[config.mk]
export PLATFORM = sky130hd
export DESIGN_NAME = scoreboarded_register_file
export DESIGN_NICKNAME = d
export VERILOG_FILES = /design/src/rtl/scoreboarded_register_file.sv
export SDC_FILE = /design/constraint.sdc
export NUM_CORES = 1
export LEC_CHECK = 0
export CORE_UTILIZATION = 53
export DETAILED_ROUTE_END_ITERATION = 8
export PLACE_DENSITY = 0.87
export SLEW_MARGIN = 0
export SYNTH_ARGS = -nofsm -noshare
export SYNTH_HDL_FRONTEND = slang
export SYNTH_SLANG_ARGS = --single-unit
[constraint.sdc]
create_clock -name clock -period 3.96 [get_ports clock]
set_input_delay 1.188 -clock clock [delete_from_list [all_inputs] [get_ports clock]]
set_output_delay 1.188 -clock clock [all_outputs]
set_load 0.01 [all_outputs]
[src/rtl/scoreboarded_register_file.sv]
// Parametrised register file with two combinational read ports, one write port, optional
// hardwired zero register, write-to-read bypass and a per-register busy scoreboard.
module scoreboarded_register_file #(
  parameter int unsigned DATA_WIDTH = 16,
  parameter int unsigned ADDR_WIDTH = 3,
  parameter bit          ZERO_REG   = 1'b1,
  parameter bit          BYPASS     = 1'b1
) (
  input  logic                  clock,
  input  logic                  reset_n,
  input  logic [ADDR_WIDTH-1:0] RA,
  input  logic [ADDR_WIDTH-1:0] RB,
  input  logic [ADDR_WIDTH-1:0] RW,
  input  logic                  sig_enable_write,
  input  logic [DATA_WIDTH-1:0] BusW,
  input  logic [ADDR_WIDTH-1:0] RD,
  input  logic                  sig_reserve,
  output logic [DATA_WIDTH-1:0] BusA,
  output logic [DATA_WIDTH-1:0] BusB,
  output logic                  sig_busy_A,
  output logic                  sig_busy_B,
  output logic                  sig_stall,
  output logic [ADDR_WIDTH:0]   pending_count
);

  localparam int unsigned NumRegs = 2 ** ADDR_WIDTH;

  logic [DATA_WIDTH-1:0] regs_q [NumRegs];
  logic [NumRegs-1:0]    busy_q, busy_d;
  logic [ADDR_WIDTH:0]   pending_q, pending_d;

  logic write_ok, byp_a, byp_b, zero_a, zero_b, clear_rd, reserve_ok;

  assign write_ok = sig_enable_write && !(ZERO_REG && (RW == '0));
  assign zero_a   = ZERO_REG && (RA == '0);
  assign zero_b   = ZERO_REG && (RB == '0);
  assign byp_a    = BYPASS && write_ok && (RW == RA);
  assign byp_b    = BYPASS && write_ok && (RW == RB);
  // A write to RD clears its reservation at this edge, so a WAW reserve need not wait.
  assign clear_rd = write_ok && (RW == RD);

  always_comb begin
    BusA = regs_q[RA];
    if (zero_a) BusA = '0;
    else if (byp_a) BusA = BusW;
    BusB = regs_q[RB];
    if (zero_b) BusB = '0;
    else if (byp_b) BusB = BusW;
  end

  assign sig_busy_A = busy_q[RA] & ~byp_a;
  assign sig_busy_B = busy_q[RB] & ~byp_b;
  assign sig_stall  = sig_busy_A | sig_busy_B | (sig_reserve & busy_q[RD] & ~clear_rd);
  assign reserve_ok = sig_reserve && !sig_stall && !(ZERO_REG && (RD == '0));

  // Reserve is applied after the write clear so a same-index collision ends busy.
  always_comb begin
    busy_d = busy_q;
    if (write_ok)   busy_d[RW] = 1'b0;
    if (reserve_ok) busy_d[RD] = 1'b1;
    pending_d = '0;
    for (int i = 0; i < NumRegs; i++) begin
      pending_d = pending_d + {{ADDR_WIDTH{1'b0}}, busy_d[i]};
    end
  end

  always_ff @(posedge clock or negedge reset_n) begin
    if (!reset_n) begin
      for (int i = 0; i < NumRegs; i++) regs_q[i] <= '0;
      busy_q    <= '0;
      pending_q <= '0;
    end else begin
      if (write_ok) regs_q[RW] <= BusW;
      busy_q    <= busy_d;
      pending_q <= pending_d;
    end
  end

  assign pending_count = pending_q;

endmodule
Yosys cells after proc, flatten, opt, wreduce, memory -nomap -nowiden --
Cells that the tools add are included.
Word-level totals: logic and storage cells 86, bits in registers 140, input bits 32
Cells by class: equal/unequal tests 3, $lt $le $gt $ge 10, mux-type cells 25, bitwise logic cells 15, reductions and logical operators 16, add/sub/neg operators 7
Operators by type and width (number):
- two-way mux 16 bit | 9
- bitwise mux 128 bit | 1
- binary-select mux 16 bit (select 3 bit) | 2
- demux 16 bit (select 3 bit) | 1
- adder 4 x 1 -> 4 bit | 4
- less-than comparator 3 x 4 -> 1 bit (second input constant) | 4
- two-way mux 8 bit | 2
- greater-or-equal comparator 4 bit (second input constant) | 3
- zero test 3 bit | 4
- NOT 3 -> 4 bit | 3
- binary-select mux 1 bit (select 3 bit) | 3
- == test 3 bit | 3
- logical AND 1 bit | 9
- AND 8 bit | 1
- NOT 8 bit | 1
- bitwise OR 8 bit | 1
- demux 1 bit (select 3 bit) | 2
- greater-or-equal comparator 3 x 1 -> 1 bit (second input constant) | 2
- two-way mux 1 bit | 5
- adder 3 x 1 -> 4 bit | 1
- AND 1 bit | 4
- less-than comparator 4 x 1 -> 1 bit (second input constant) | 1
- adder 2 x 1 -> 3 bit | 1
- zero test 1 bit | 3
- 3 further kinds | 6

Longest topological paths before layout --
depth after elaboration 19, depth in mapped cells 15, mapped depth without buffers 14

Worst setup path after synthesis --
OpenSTA, ideal clock, no wires.
path type input to register, start point input port RD[2], end point register pending_q[2], in the netlist pending_count[2], setup time 0.123 ns, stages 15, arrival time 4.784 ns, slack -0.947 ns, cells stage by stage buf_2 > mux2i_1 > o32ai_1 > o21ai_0 > nand4_4 > o41ai_2 > fa_1 > fa_1 > inv_1 > fa_1 > inv_1 > ha_1 > inv_1 > fa_1 > xnor2_1
On the way: elaborated cells on any way between the ends 27
RTL lines:
- start: declaration | RTL line 16 | input logic [ADDR_WIDTH-1:0] RD,
- binary-select mux 1 bit (select 3 bit) / == test 3 bit (equally long branches) | RTL line 53, 40
- two-way mux 1 bit (not written as such) / logical AND 1 bit (equally long branches) | RTL line 53, 40
- AND 1 bit / NOT 1 bit (equally long branches) | RTL line 53 | assign sig_stall = sig_busy_A | sig_busy_B | (sig_reserve & busy_q[RD] & ~clear_rd);
- AND 1 bit | RTL line 53
- bitwise OR 1 bit | RTL line 53
- zero test 1 bit | RTL line 54 | assign reserve_ok = sig_reserve && !sig_stall && !(ZERO_REG && (RD == '0));
- logical AND 1 bit (2 in a row) | RTL line 54
- two-way mux 8 bit * | RTL line 60 | if (reserve_ok) busy_d[RD] = 1'b1;
- net busy_d[3] | RTL line 29 | logic [NumRegs-1:0] busy_q, busy_d;
- adder 3 x 1 -> 4 bit * | RTL line 63 | pending_d = pending_d + {{ADDR_WIDTH{1'b0}}, busy_d[i]};
- adder 4 x 1 -> 4 bit * (4 in a row) | RTL line 63
- net pending_d[2] | RTL line 30 | logic [ADDR_WIDTH:0] pending_q, pending_d;
- end signal: assignment | RTL line 75 | pending_q <= pending_d;
- end: declaration | RTL line 30
The timed path passes the listed nets; every way through them passes the cells marked *. The select of a mux whose other input is x is not followed. A chain may end at the register's enable or synchronous reset.

Worst setup path in the final report --
start point input port RA[0], end point register pending_q[1], in the netlist pending_count[1]
On the way: elaborated cells on any way between the ends 19
RTL lines:
- start: declaration | RTL line 11 | input logic [ADDR_WIDTH-1:0] RA,
- parallel branches: the longest is 3 deep, another holds binary-select mux 1 bit (select 3 bit)
- AND 1 bit * | RTL line 51 | assign sig_busy_A = busy_q[RA] & ~byp_a;
- bitwise OR 1 bit * (2 in a row) | RTL line 53
- zero test 1 bit * | RTL line 54
- logical AND 1 bit * (2 in a row) | RTL line 54
- two-way mux 8 bit * | RTL line 60
- net busy_d[3] | RTL line 29
- adder 3 x 1 -> 4 bit * | RTL line 63
- adder 4 x 1 -> 4 bit * (4 in a row) | RTL line 63
- net pending_d[1] | RTL line 30
Mark *: on every way through the listed nets, which the timed path passes. The select of a mux whose other input is x is not followed.

==> flow_metrics.env <==
export IMPL_synth_area_leaders="dfrtp_1, mux4_2, mux2_2, mux2i_1, a211oi_1"
export IMPL_syn_num_nets=607
export IMPL_cts_root_buffer="clkbuf_16"
export IMPL_synthTopCellsByCount="dfrtp_1, mux2_2, mux4_2"
export IMPL_drt_initial_drc_count=471
export IMPL_fin_setup_tns_ps=-7305
export IMPL_cts_tree="built"
export IMPL_clock_latency_ps=430
export IMPL_cp_num_buf_inv=7
export IMPL_r2r_end="pending_count[1]$_DFF_PN0_"
export IMPL_diodes=0
export IMPL_avgViaCountPerCell=6.479
export IMPL_antenna_found_initial=0
export IMPL_busiest_layer="met2"
export IMPL_fmax_mhz=215.3
export IMPL_timing_hold_worst_class="register to register"
export IMPL_row_count=44
export IMPL_die_y_microns=124.4
export IMPL_die_w_microns=124.4
export IMPL_port_buffers=70
export IMPL_post_place_ws_ps=-1300
export IMPL_p_total_w=0.005541
export IMPL_synth_top_cell_area_share=0.4410
export IMPL_routed_wl_microns=22400
export IMPL_crit_path_start="RA[0]"
export IMPL_postRouteAntennaNets=0
export IMPL_yosysSeqAreaShare=0.4410
export IMPL_cts_sinks=140
export IMPL_async_flop_share=1.000
export IMPL_pwr_density_cell_nw_per_um2=527.7
export IMPL_hold_depth=0
export IMPL_fill_cells=834
export IMPL_drc_errors=0
export IMPL_max_cap_violations=0
export IMPL_start_util=0.5445
export IMPL_synth_edf_count=0
export IMPL_r2r_slack_ps=-90
export IMPL_ys_seq_elements=140
export IMPL_grt_pass1_wl_microns=35850
export IMPL_post_drt_wl_per_cell_microns=24.83
export IMPL_place_congestion=0.9047
export IMPL_finalCriticalPeriod_ps=4645
export IMPL_cts_buffers=17
export IMPL_die_area_sq_um=15480
export IMPL_p_leak_nw=4.596
export IMPL_first_pass_iters=5
export IMPL_worstPathCellList="buf_12, buf_4, mux2i_4, nor3_2, o41ai_4, nand4_4, buf_4, o41ai_4, fa_1, fa_1, inv_1, fa_2, inv_2, ha_4, inv_2, fa_2, inv_1"
export IMPL_required_ps=4280
export IMPL_synthToLayoutAreaGrowth_pct=32.18
export IMPL_overflow=0
export IMPL_layout_nets=744
export IMPL_crit_slowest_cell="fa_2"
export IMPL_yosys_area_top_type="dfrtp_1"
export IMPL_vias=5844
export IMPL_rsz0062_at_grt="true"
export IMPL_max_vdd_ir_drop_uv=480.3
export IMPL_finalCritPeriodShare=1.173
export IMPL_endpoint="pending_count[1]$_DFF_PN0_"
export IMPL_fin_skew_ps=5.858
export IMPL_syn_area_sq_um=7944
export IMPL_ff2ff_path_depth=15
export IMPL_worstPathArrival_ps=4970
export IMPL_ys_warn_count=0
export IMPL_grt_max_degree=65
export IMPL_crit_family="adder cells"
export IMPL_relSlewSlack=0.4243
export IMPL_fin_ws_ps=-684.9
export IMPL_syn_inst=568
export IMPL_violations="negative setup slack"
export IMPL_worstSetupPathDepth=17
export IMPL_setup_viol=19
export IMPL_slew_violations=0
export IMPL_grt_pass1_vias=6411
export IMPL_synthFlopType="dfrtp_1"
export IMPL_cp_end_kind="register"
export IMPL_crit_type="input port to register"
export IMPL_synth_most_common_cell="dfrtp_1"
export IMPL_track_usage=0.3070
export IMPL_coreArea_sq_um=14590
export IMPL_cts_buffer_depth=2
export IMPL_syn_area_per_cell_sq_um=13.99
export IMPL_synth_distinct_cells=40
export IMPL_use_met2=0.5044
export IMPL_use_met3=0.06873
export IMPL_dp_cells=841
export IMPL_layout_drive_gt1_share=0.5501
export IMPL_io_pins=71
export IMPL_path_max_fanout=6
export IMPL_cts_max_level=4
export IMPL_postLayoutCoreUtil=0.7197
export IMPL_final_cells=902
export IMPL_start_kind="input port"
export IMPL_hold_viol_final=0
export IMPL_cts_clk_slew_worst_paths_ps=60
export IMPL_tightest_slew_ps=863.6
export IMPL_grt_util_met1=0.3840
export IMPL_r2r_start="busy_q[5]$_DFF_PN0_"
export IMPL_cpPeakStageDelay_ps=540
export IMPL_dp_hpwl_microns=13180
export IMPL_outcome="finished, violations left"
-- worst min-delay path by stage --
stage                            start                 endpoint  slack, ps
6_report       regs_q[118]$_DFFE_PN0P_  regs_q[118]$_DFFE_PN0P_        400
5_1_grt        regs_q[116]$_DFFE_PN0P_  regs_q[116]$_DFFE_PN0P_        410
4_1_cts        regs_q[113]$_DFFE_PN0P_  regs_q[113]$_DFFE_PN0P_        400
3_5_place_dp   regs_q[116]$_DFFE_PN0P_  regs_q[116]$_DFFE_PN0P_        380
3_3_place_gp   regs_q[126]$_DFFE_PN0P_  regs_q[126]$_DFFE_PN0P_        380
2_1_floorplan  regs_q[112]$_DFFE_PN0P_  regs_q[112]$_DFFE_PN0P_        440
-- layout by cell type (no fill, tap or decap), types with 3 or more instances in the layout --
cell	n
buf_6	12
buf_16	3
clkdlybuf4s50_1	35
nand2b_1	4
nand4b_1	3
o41ai_4	3
bufinv_16	5
clkinvlp_4	3
inv_1	11
clkbuf_2	4
nor2_1	30
nand4_1	5
dfrtp_1	140
clkinv_4	3
nand2_1	9
mux4_2	64
mux2_2	112
xnor2_1	4
buf_8	3
a211oi_2	15
o31ai_1	3
buf_12	11
xnor2_2	6
clkbuf_16	17
buf_4	86
mux2i_1	42
a211oi_1	16
buf_2	18
-- per-stage QoR --
stage / instance area, sq um / hold slack (ps)
detailed placement: 9296 / 384.8
global route: 10500 / 412.1
global placement: 9296 / 376.8
finish: 10500 / 396.8
floorplan: 7994 / 441.3
CTS: 10420 / 398.5
-- sequential cells by signal, indices dropped and copies added, names as in the netlist --
| name | cells |
|---|---|
| regs_q | 128 |
| busy_q | 8 |
| pending_count | 4 |
-- layer usage --
layer | wire length (microns) | up-vias
li1 | - | 2454
met1 | 8739 | 3035
met2 | 11430 | 280
met3 | 1383 | 75
met4 | 843 | 0
met5 | 0 | -
-- report_power, final --
part | switching, W | internal [W] | leakage [nW]
Sequential | 0.000245 | 0.00173 | 1.72
Combinational | 0.000754 | 0.00103 | 2.56
Clock | 0.000641 | 0.00114 | 0.312
-- area by class of cell --
type | count | area (sq um) | area share
Inverter | 13 | 48.80 | 0.004647
Tap cell | 184 | 230.2 | 0.02193
Clock buffer | 18 | 439.2 | 0.04183
Timing Repair Buffer | 178 | 1654 | 0.1575
Sequential cell | 140 | 3503 | 0.3337
Multi-Input combinational cell | 355 | 4407 | 0.4197
Clock inverter | 14 | 217.7 | 0.02073
-- timing repair --
item | CTS | global route
gates cloned | 3 | 0
pin swaps | 18 | 11
gates resized for setup | 175 | 20
endpoints found under the setup margin | 39 | 39
buffers inserted | 23 | 8
hold buffers | 0 | 0
-- cell families after synthesis --
| logic type | after synthesis | synth area share |
|---|---|---|
| compound gates | 49 | 0.05151 |
| xor+xnor | 10 | 0.01102 |
| fa+ha+maj | 7 | 0.01481 |
| buf+inv | 73 | 0.04111 |
| flops | 140 | 0.4410 |
| mux | 220 | 0.3957 |
| simple gates | 69 | 0.04489 |
Power figures use the tool's default switching activity.
